## config.mk

```make
export PLATFORM = sky130hd
export DESIGN_NAME = onehot_rr_arbiter
export DESIGN_NICKNAME = d
export VERILOG_FILES = /design/src/rtl/arb_pkg.sv /design/src/rtl/rr_pick.sv /design/src/rtl/onehot_rr_arbiter.sv
export SDC_FILE = /design/constraint.sdc
export NUM_CORES = 1
export LEC_CHECK = 0
export ABC_AREA = 1
export BUFFER_PORTS_ARGS = -buffer_cell sky130_fd_sc_hd__buf_2
export CAP_MARGIN = 10
export CORE_ASPECT_RATIO = 0.75
export CORE_MARGIN = 3
export CORE_UTILIZATION = 45
export CTS_BUF_LIST = sky130_fd_sc_hd__clkbuf_8
export DETAILED_ROUTE_END_ITERATION = 6
export PLACE_DENSITY = 0.68
export SLEW_MARGIN = 20
export SYNTH_ARGS = -nofsm -noshare
export SYNTH_HDL_FRONTEND = slang
export SYNTH_HIERARCHICAL = 1
export SYNTH_SLANG_ARGS = --single-unit
```

## constraint.sdc

```tcl
create_clock -name clk -period 3.75 [get_ports clk]
set_input_delay 1.125 -clock clk [delete_from_list [all_inputs] [get_ports clk]]
set_output_delay 1.125 -clock clk [all_outputs]
set_load 0.01 [all_outputs]
```

## src/rtl/arb_pkg.sv

```systemverilog
// Shared definitions for the one-hot round-robin arbiter: state encodings,
// requester count and index helpers.
package arb_pkg;

    localparam int N_REQ    = 4;
    localparam int IDX_W    = $clog2(N_REQ);
    localparam int STATE_W  = 3;
    localparam int TO_CNT_W = 8;

    typedef enum logic [STATE_W-1:0] {
        IDLE    = 3'b001,
        GRANT   = 3'b010,
        RELEASE = 3'b100
    } state_t;

    function automatic logic [N_REQ-1:0] idx_to_onehot(input logic [IDX_W-1:0] idx);
        logic [N_REQ-1:0] v;
        v      = '0;
        v[idx] = 1'b1;
        return v;
    endfunction

endpackage

```

## src/rtl/rr_pick.sv

```systemverilog
// Combinational round-robin pick: first set request bit searching upward
// from (ptr+1) mod N_REQ, wrapping back around to ptr itself last.
module rr_pick
    import arb_pkg::*;
(
    input  logic [N_REQ-1:0] req,
    input  logic [IDX_W-1:0] ptr,
    output logic [IDX_W-1:0] idx,
    output logic             valid
);

    logic [IDX_W-1:0] w_cand;

    always_comb begin
        idx    = '0;
        valid  = |req;
        w_cand = '0;
        // Walk from the farthest offset down so the nearest hit is written last.
        for (int k = N_REQ; k >= 1; k--) begin
            w_cand = ptr + IDX_W'(k);
            if (req[w_cand]) begin
                idx = w_cand;
            end
        end
    end

endmodule

```

## src/rtl/onehot_rr_arbiter.sv

```systemverilog
// Four-requester round-robin arbiter with one-hot IDLE/GRANT/RELEASE FSM.
// Optional forced release after TIMEOUT_CYCLES grant cycles with macro ARB_TIMEOUT_EN.
module onehot_rr_arbiter
    import arb_pkg::*;
#(
    parameter int TIMEOUT_CYCLES = 16
) (
    input  logic               clk,
    input  logic               rst,
    input  logic [N_REQ-1:0]   req,
    input  logic               done,
    output logic [STATE_W-1:0] state,
    output logic [N_REQ-1:0]   grant,
    output logic [IDX_W-1:0]   gnt_id,
    output logic               busy,
    output logic               timeout
);

    state_t           r_state;
    logic [N_REQ-1:0] r_grant;
    logic [IDX_W-1:0] r_gnt_id;
    logic [IDX_W-1:0] r_ptr;
    logic             r_busy;

    logic [IDX_W-1:0] w_win_idx;
    logic             w_win_valid;
    logic             w_owner_rel;
    logic             w_to_hit;

    rr_pick u_rr_pick (
        .req   (req),
        .ptr   (r_ptr),
        .idx   (w_win_idx),
        .valid (w_win_valid)
    );

    assign w_owner_rel = done | ~req[r_gnt_id];

`ifdef ARB_TIMEOUT_EN
    localparam logic [TO_CNT_W-1:0] TO_LIMIT = TO_CNT_W'(TIMEOUT_CYCLES - 1);

    logic [TO_CNT_W-1:0] r_to_cnt;
    logic                r_timeout;

    // Counter value equals (grant cycle number - 1) while in GRANT.
    always_ff @(posedge clk) begin
        if (rst) begin
            r_to_cnt <= '0;
        end else if (r_state == IDLE && w_win_valid) begin
            r_to_cnt <= '0;
        end else if (r_state == GRANT) begin
            r_to_cnt <= r_to_cnt + TO_CNT_W'(1);
        end
    end

    assign w_to_hit = (r_state == GRANT) && (r_to_cnt == TO_LIMIT);
    assign timeout  = r_timeout;
`else
    assign w_to_hit = 1'b0;
    assign timeout  = 1'b0;
`endif

    always_ff @(posedge clk) begin
        if (rst) begin
            r_state   <= IDLE;
            r_grant   <= '0;
            r_gnt_id  <= '0;
            r_busy    <= 1'b0;
            r_ptr     <= IDX_W'(N_REQ - 1);
`ifdef ARB_TIMEOUT_EN
            r_timeout <= 1'b0;
`endif
        end else begin
`ifdef ARB_TIMEOUT_EN
            r_timeout <= 1'b0;
`endif
            case (r_state)
                IDLE: begin
                    if (w_win_valid) begin
                        r_state  <= GRANT;
                        r_grant  <= idx_to_onehot(w_win_idx);
                        r_gnt_id <= w_win_idx;
                        r_busy   <= 1'b1;
                    end
                end
                GRANT: begin
                    if (w_owner_rel || w_to_hit) begin
                        r_state <= RELEASE;
                        r_grant <= '0;
                        r_busy  <= 1'b0;
                        r_ptr   <= r_gnt_id;
`ifdef ARB_TIMEOUT_EN
                        // A genuine release in the limit cycle wins over the timeout.
                        r_timeout <= ~w_owner_rel;
`endif
                    end
                end
                RELEASE: begin
                    r_state <= IDLE;
                end
                default: begin
                    r_state <= IDLE;
                    r_grant <= '0;
                    r_busy  <= 1'b0;
                end
            endcase
        end
    end

    assign state  = r_state;
    assign grant  = r_grant;
    assign gnt_id = r_gnt_id;
    assign busy   = r_busy;

endmodule
```

======== Yosys cells after proc, flatten, opt, wreduce, memory -nomap -nowiden ========
Index checks and enable logic that the tools add are counted.
storage, ports and cells
  register bits after elaboration ......... 12
  word-level logic and storage cells ...... 54
operators by class
  $add $sub $neg .......................... 3
  $lt $le $gt $ge ......................... 7
  eq/ne operators ......................... 5
  muxes and demuxes ....................... 25
  reduce and logical (&&, ||, !) cells .... 6
  bitwise logic cells ..................... 3
operators with widths
  kind                                                                          number
  2-bit by 3-bit less-than comparator with 1-bit output, second input constant  6
  4-bit one-hot mux with 3 select lines                                         1
  1-bit binary-select mux with 2-bit select                                     5
  1-bit 2-to-1 mux                                                              8
  2-bit 2-to-1 mux                                                              4
  4-bit 2-to-1 mux                                                              2
  3-bit 2-to-1 mux                                                              2
  3-bit one-hot mux with 2 select lines                                         1
  2-bit AND reduction                                                           3
  2-bit adder, second input constant                                            2
  4-bit OR reduction                                                            1
  3-bit by 1-bit == test with 1-bit output, second input constant               1
  3-bit by 2-bit == test with 1-bit output, second input constant               1
  3-bit == test, second input constant                                          1
  1-bit one-hot mux with 3 select lines                                         1
  3-bit AND reduction                                                           1
  2-bit by 1-bit adder with 2-bit output, second input constant                 1
  1-bit demux with 2-bit select                                                 1
  2-bit by 1-bit >= comparator with 1-bit output, second input constant         1
  2-bit by 1-bit inequality test with 1-bit output, second input constant       1
  2-bit inequality test, second input constant                                  1
  1-bit inverter                                                                2
  1-bit logical AND                                                             1
  1-bit bitwise OR                                                              1

======== Logic depth before layout (Yosys ltp) ========
  depth in word-level cells ............... 12
  gate-level depth with buffers ........... 16
  depth with buffers taken out ............ 15

======== Hierarchy ========
Netlist, hierarchy kept.
modules (own cells, without submodules)
  module             cells each  times used  area each (sq um)
  onehot_rr_arbiter  82          1           603.1
  rr_pick            51          1           266.5

======== Worst setup path before layout ========
Ideal clock, no wire load.
  kind .................................... in2reg
  start ................................... input req[3]
  end ..................................... register r_grant[3] (netlist: grant[3])
  path buffers ............................ 0
  setup time .............................. 0.062 ns
  stages .................................. 10
  arrival ................................. 2.055 ns
  data required time ...................... 3.688 ns
  setup slack ............................. 1.633 ns
  cell sequence ........................... inv_1 o21ai_2 nand2_2 o21ai_1 nand2_1 a21oi_2 inv_1 nor3_1 nor2_1 nor2_2
between the ends
  longest elaborated chain between the ends .. 12
  elaborated cells on any way between the ends .. 27
  classes of those cells .................. order compare: 2; eq/ne: 2; mux: 18; bitwise: 2; reduce/logical: 3
ends and longest elaborated chain
  item                                                                                                                                                  RTL line                 source
  from (decl)                                                                                                                                           onehot_rr_arbiter.sv:10  input logic [N_REQ-1:0] req,
  1-bit binary-select mux with 2-bit select                                                                                                             rr_pick.sv:21            if (req[w_cand]) begin
  1-bit 2-to-1 mux (implied by the code)                                                                                                                rr_pick.sv:21
  2-bit 2-to-1 mux (3 in series)                                                                                                                        rr_pick.sv:21
  2-bit 2-to-1 mux *                                                                                                                                    rr_pick.sv:21
  via w_win_idx[1]                                                                                                                                      onehot_rr_arbiter.sv:25  logic [IDX_W-1:0] w_win_idx;
  2-bit by 3-bit less-than comparator with 1-bit output (implied by the code) / 2-bit by 1-bit >= comparator with 1-bit output (equally long branches)  arb_pkg.sv:19            v[idx] = 1'b1;
  1-bit logical AND (implied by the code)                                                                                                               arb_pkg.sv:19
  1-bit 2-to-1 mux (implied by the code)                                                                                                                arb_pkg.sv:19
  1-bit demux with 2-bit select *                                                                                                                       arb_pkg.sv:19
  4-bit 2-to-1 mux *                                                                                                                                    onehot_rr_arbiter.sv:79  if (w_win_valid) begin
  4-bit one-hot mux with 3 select lines *                                                                                                               onehot_rr_arbiter.sv:77  case (r_state)
  to (signal assigned)                                                                                                                                  onehot_rr_arbiter.sv:81  r_grant <= idx_to_onehot(w_win_idx);
  to (decl)                                                                                                                                             onehot_rr_arbiter.sv:20  logic [N_REQ-1:0] r_grant;
Mark *: on every way through the listed nets, which the timed path passes. The rest lies on a longest branch. The select of a mux whose other input is x is not followed.
A chain may end at the register's enable or synchronous reset.

======== Final worst setup path ========
  start ................................... input req[0]
  end ..................................... register r_grant[2] (netlist: grant[2])
The elaborated chain is that of the path after synthesis.

==> key figures <==
STA
  • Worst clock skew on the final layout: ~0.0026 ns
  • Total count of hold-check failures in the final report: 0
  • Transition time at the pin with the least slew margin: between 0.5 and 0.6 ns
  • Number of endpoints failing setup at the final stage: 0
  • WHS: 0.4655 ns
  • Final worst path period need: ~2.2 ns
  • Count of final max-slew check failures: 0
  • Period utilisation layout: between 50 and 60%
  • Worst-case setup margin in the final layout: 1.549 ns
  • Maximum frequency from static timing analysis: ~450 MHz
  • Max_slew headroom: 66.34%
  • Final TNS setup: 0 ns
  • RSZ-0062 raised after global routing: no

Synth
  • Part of the Yosys area used for sequential elements: about 28%
  • Post-synthesis async set-or-reset flop share: 0%
  • Post-synth EDFFs: 0
  • Synthesized netlist net count: 140
  • Largest area contributor in the synthesized netlist: sky130_fd_sc_hd__dfxtp_1
  • Cell area after synthesis: 869.6 µm²
  • Share of Yosys cell area claimed by the top area cell type: between 20 and 30%
  • Post-Synthesis Cells: between 100 and 150
  • Ys Warns: 6
  • Flip-flop and latch count after synthesis: 12
  • Mean instance size in the synthesized netlist: 6.538 µm²
  • Leading post-synthesis cells by cell area: sky130_fd_sc_hd__dfxtp_1, sky130_fd_sc_hd__nand2_1, sky130_fd_sc_hd__inv_1, sky130_fd_sc_hd__nand3_1, sky130_fd_sc_hd__nand2_2
  • Main synth FF type: sky130_fd_sc_hd__dfxtp_1
  • Count of different cell masters after synthesis: 27

Die
  • Area of the die: roughly 2500 µm²
  • Initial Util: 49.05%
  • Number of top-level pins: 18
  • Die outline height: around 44 µm
  • Area of the placeable core: 1773 µm²
  • Std-Cell Rows: 13
  • Die span in x: between 50 and 60 µm

Routing
  • Number of DRC markers in iteration 0: 25
  • Residual DRC: 0
  • Number of optimization iterations in the first detailed-route pass: 4
  • Via Count: 855
  • Routed Antenna Nets: 0
  • Via-per-instance ratio: 4.942
  • Aggregate routed wire length: 1917 µm
  • Wirelength per Cell: roughly 11 µm

Worst setup path
  • Reg2Reg Capture Point: grant[2]$_SDFFE_PP0P_
  • Top fanout value on the critical path: 4
  • WP data arrival: 2.38 ns
  • Source of the worst register-to-register timing path: r_ptr[0]$_SDFFE_PP1P_
  • Req. time, crit path: about 3.9 ns
  • Worst-case register-to-register setup slack: roughly 1.9 ns
  • Cell count of the worst reg-to-reg path: 14
  • WS Path Type: in2reg
  • Critical path origin: req[0]
  • Critical Path End: grant[2]$_SDFFE_PP0P_
  • Critical path startpoint category: input port
  • Sort of element at the end of the critical path: flop

Finish
  • Area overhead of the layout relative to synthesis: 16.55%
  • Fill cell total of the finished layout: 196
  • Antenna Diode Count: 0
  • Post-layout net count: approximately 160
  • Cell area after layout: slightly above 1000 µm²
  • Share of layout cells above drive strength 1: 31.13%

Clocking
  • Clock buffers created by TritonCTS: 3
  • TritonCTS clock tree: built
  • CTS clock-pin slew for the worst setup and hold paths: around 0.05 ns
  • Insertion delay of the later-clocked pin in the worst-skew pair: 0.25 ns
  • Clock sink total: 12
  • Post-cts hold buffer count: 0
  • Maximum level of the CTS H-tree: 1
  • Resized Gates After CTS: 0
  • Maximum clock insertion buffer count: 2
  • Root buffer cell: sky130_fd_sc_hd__clkbuf_8
  • # Post-CTS Setup Buffers: 0

Job
  • Max-capacitance violation count: 0

Place
  • Dpl hpwl: 1524 µm
  • Weighted congestion at the end of routability-driven global placement: 0.7705
  • Count of buffers from port buffering: 16
  • Area post-placement: 958.4 µm²
  • Worst slack after detailed placement: around 1.3 ns

Global routing
  • All-Layer GR Usage: 17.64%
  • Vias in the first global route: slightly above 800
  • Wire length of the first global-routing pass: 3381 µm
  • Total congestion overflow: 0
  • Antenna violations before repair: 0
  • Maximum number of pins on one net before global-route repair: 12

Power
  • Power per cell area: 488.4 nW/µm²
  • Largest vdd supply drop: 0.3285 mV
  • Leakage Power: ~0.57 nW

Status
  • Outcome: complete, no violations

Hold path
  • Worst hold-check path type: reg2reg
-- cell usage after synthesis, types with 2 or more instances --
cell,n
sky130_fd_sc_hd__inv_2,4
sky130_fd_sc_hd__nand2_2,7
sky130_fd_sc_hd__nand3_1,15
sky130_fd_sc_hd__a21oi_2,2
sky130_fd_sc_hd__inv_4,3
sky130_fd_sc_hd__nor3_1,2
sky130_fd_sc_hd__nor2_1,11
sky130_fd_sc_hd__a21oi_1,3
sky130_fd_sc_hd__nand2_1,31
sky130_fd_sc_hd__o21ai_2,3
sky130_fd_sc_hd__nand2_4,3
sky130_fd_sc_hd__o21ai_0,2
sky130_fd_sc_hd__dfxtp_1,12
sky130_fd_sc_hd__nand4_1,3
sky130_fd_sc_hd__inv_1,20
-- worst min-delay path by stage --
stage | end | depth (start not counted) | start
after floorplan | r_ptr[0]$_SDFFE_PP1P_ | 2 | r_ptr[0]$_SDFFE_PP1P_
after global placement | busy$_SDFFE_PP0P_ | 2 | busy$_SDFFE_PP0P_
after detailed placement | grant[0]$_SDFFE_PP0P_ | 2 | grant[0]$_SDFFE_PP0P_
after CTS | grant[0]$_SDFFE_PP0P_ | 2 | grant[0]$_SDFFE_PP0P_
after global routing | busy$_SDFFE_PP0P_ | 2 | busy$_SDFFE_PP0P_
final | grant[0]$_SDFFE_PP0P_ | 2 | grant[0]$_SDFFE_PP0P_
-- critical path, cell delays in order --
cell	delay, ns
sky130_fd_sc_hd__buf_2	0.10
sky130_fd_sc_hd__inv_1	0.07
sky130_fd_sc_hd__o21ai_2	0.18
sky130_fd_sc_hd__nand2_1	0.09
sky130_fd_sc_hd__nand2_1	0.08
sky130_fd_sc_hd__inv_2	0.04
sky130_fd_sc_hd__nand2_1	0.05
sky130_fd_sc_hd__nand2_1	0.04
sky130_fd_sc_hd__nand2_1	0.05
sky130_fd_sc_hd__nand2_1	0.07
sky130_fd_sc_hd__inv_1	0.12
sky130_fd_sc_hd__nand3_1	0.09
sky130_fd_sc_hd__nand3_1	0.09
sky130_fd_sc_hd__nand2_1	0.07
sky130_fd_sc_hd__nor2_1	0.11
-- cells in the final DEF (no fill, tap or decap), types with 4 or more instances in the layout --
cell	count
sky130_fd_sc_hd__buf_2	16
sky130_fd_sc_hd__clkbuf_8	4
sky130_fd_sc_hd__dfxtp_1	12
sky130_fd_sc_hd__inv_1	20
sky130_fd_sc_hd__inv_2	4
sky130_fd_sc_hd__nand2_1	31
sky130_fd_sc_hd__nand2_2	7
sky130_fd_sc_hd__nand3_1	15
sky130_fd_sc_hd__nor2_1	11
-- state kept, by name, indices dropped and copies added, names as in the netlist --
register,count
grant,4
state,3
r_ptr,2
gnt_id,2
busy,1
-- per-stage QoR --
| step | cells | power, mW | utilization [%] |
|---|---|---|---|
| after floorplan | 133 | 0.3070 | - |
| after global placement | 169 | 0.3460 | 54.06 |
| after detailed placement | 169 | 0.3518 | 54.06 |
| after CTS | 173 | 0.4961 | 57.16 |
| after global routing | 173 | 0.5306 | 57.16 |
| final | 173 | 0.4950 | 57.16 |
-- cell type report --
type	instances	area [µm²]	area share, %
clock buffers	4	55.05	5.432
repair buffers	16	80.08	7.901
flip-flops and latches	12	240.2	23.70
well taps	22	27.53	2.716
multi-input cells	91	498.0	49.14
inverters	28	112.6	11.11
-- per-layer routing --
layer  track usage (%)  wire [µm]  share of wire, %  up-vias
li1                  -          -                 -      450
met1             23.52        963                50      377
met2             26.04        801                42       26
met3             7.289        135               7.0        2
met4             6.019         17              0.89        0
met5                 0          0                 0        -
-- cell families (layout without fill, tap and decap cells) --
family	Yosys count	in the layout	share of synthesized area, %
other cells	1	1	0.4312
buf+inv	30	48	15.11
flops	12	12	27.63
compound gates	13	13	11.22
simple gates	77	77	45.61
-- power breakdown --
part / internal (mW) / switching (mW) / total, mW
Sequential: 0.148 / 0.0207 / 0.168
Combinational: 0.0655 / 0.117 / 0.182
Clock: 0.0930 / 0.0514 / 0.144
Note: power is estimated with default switching activity, not from simulation.
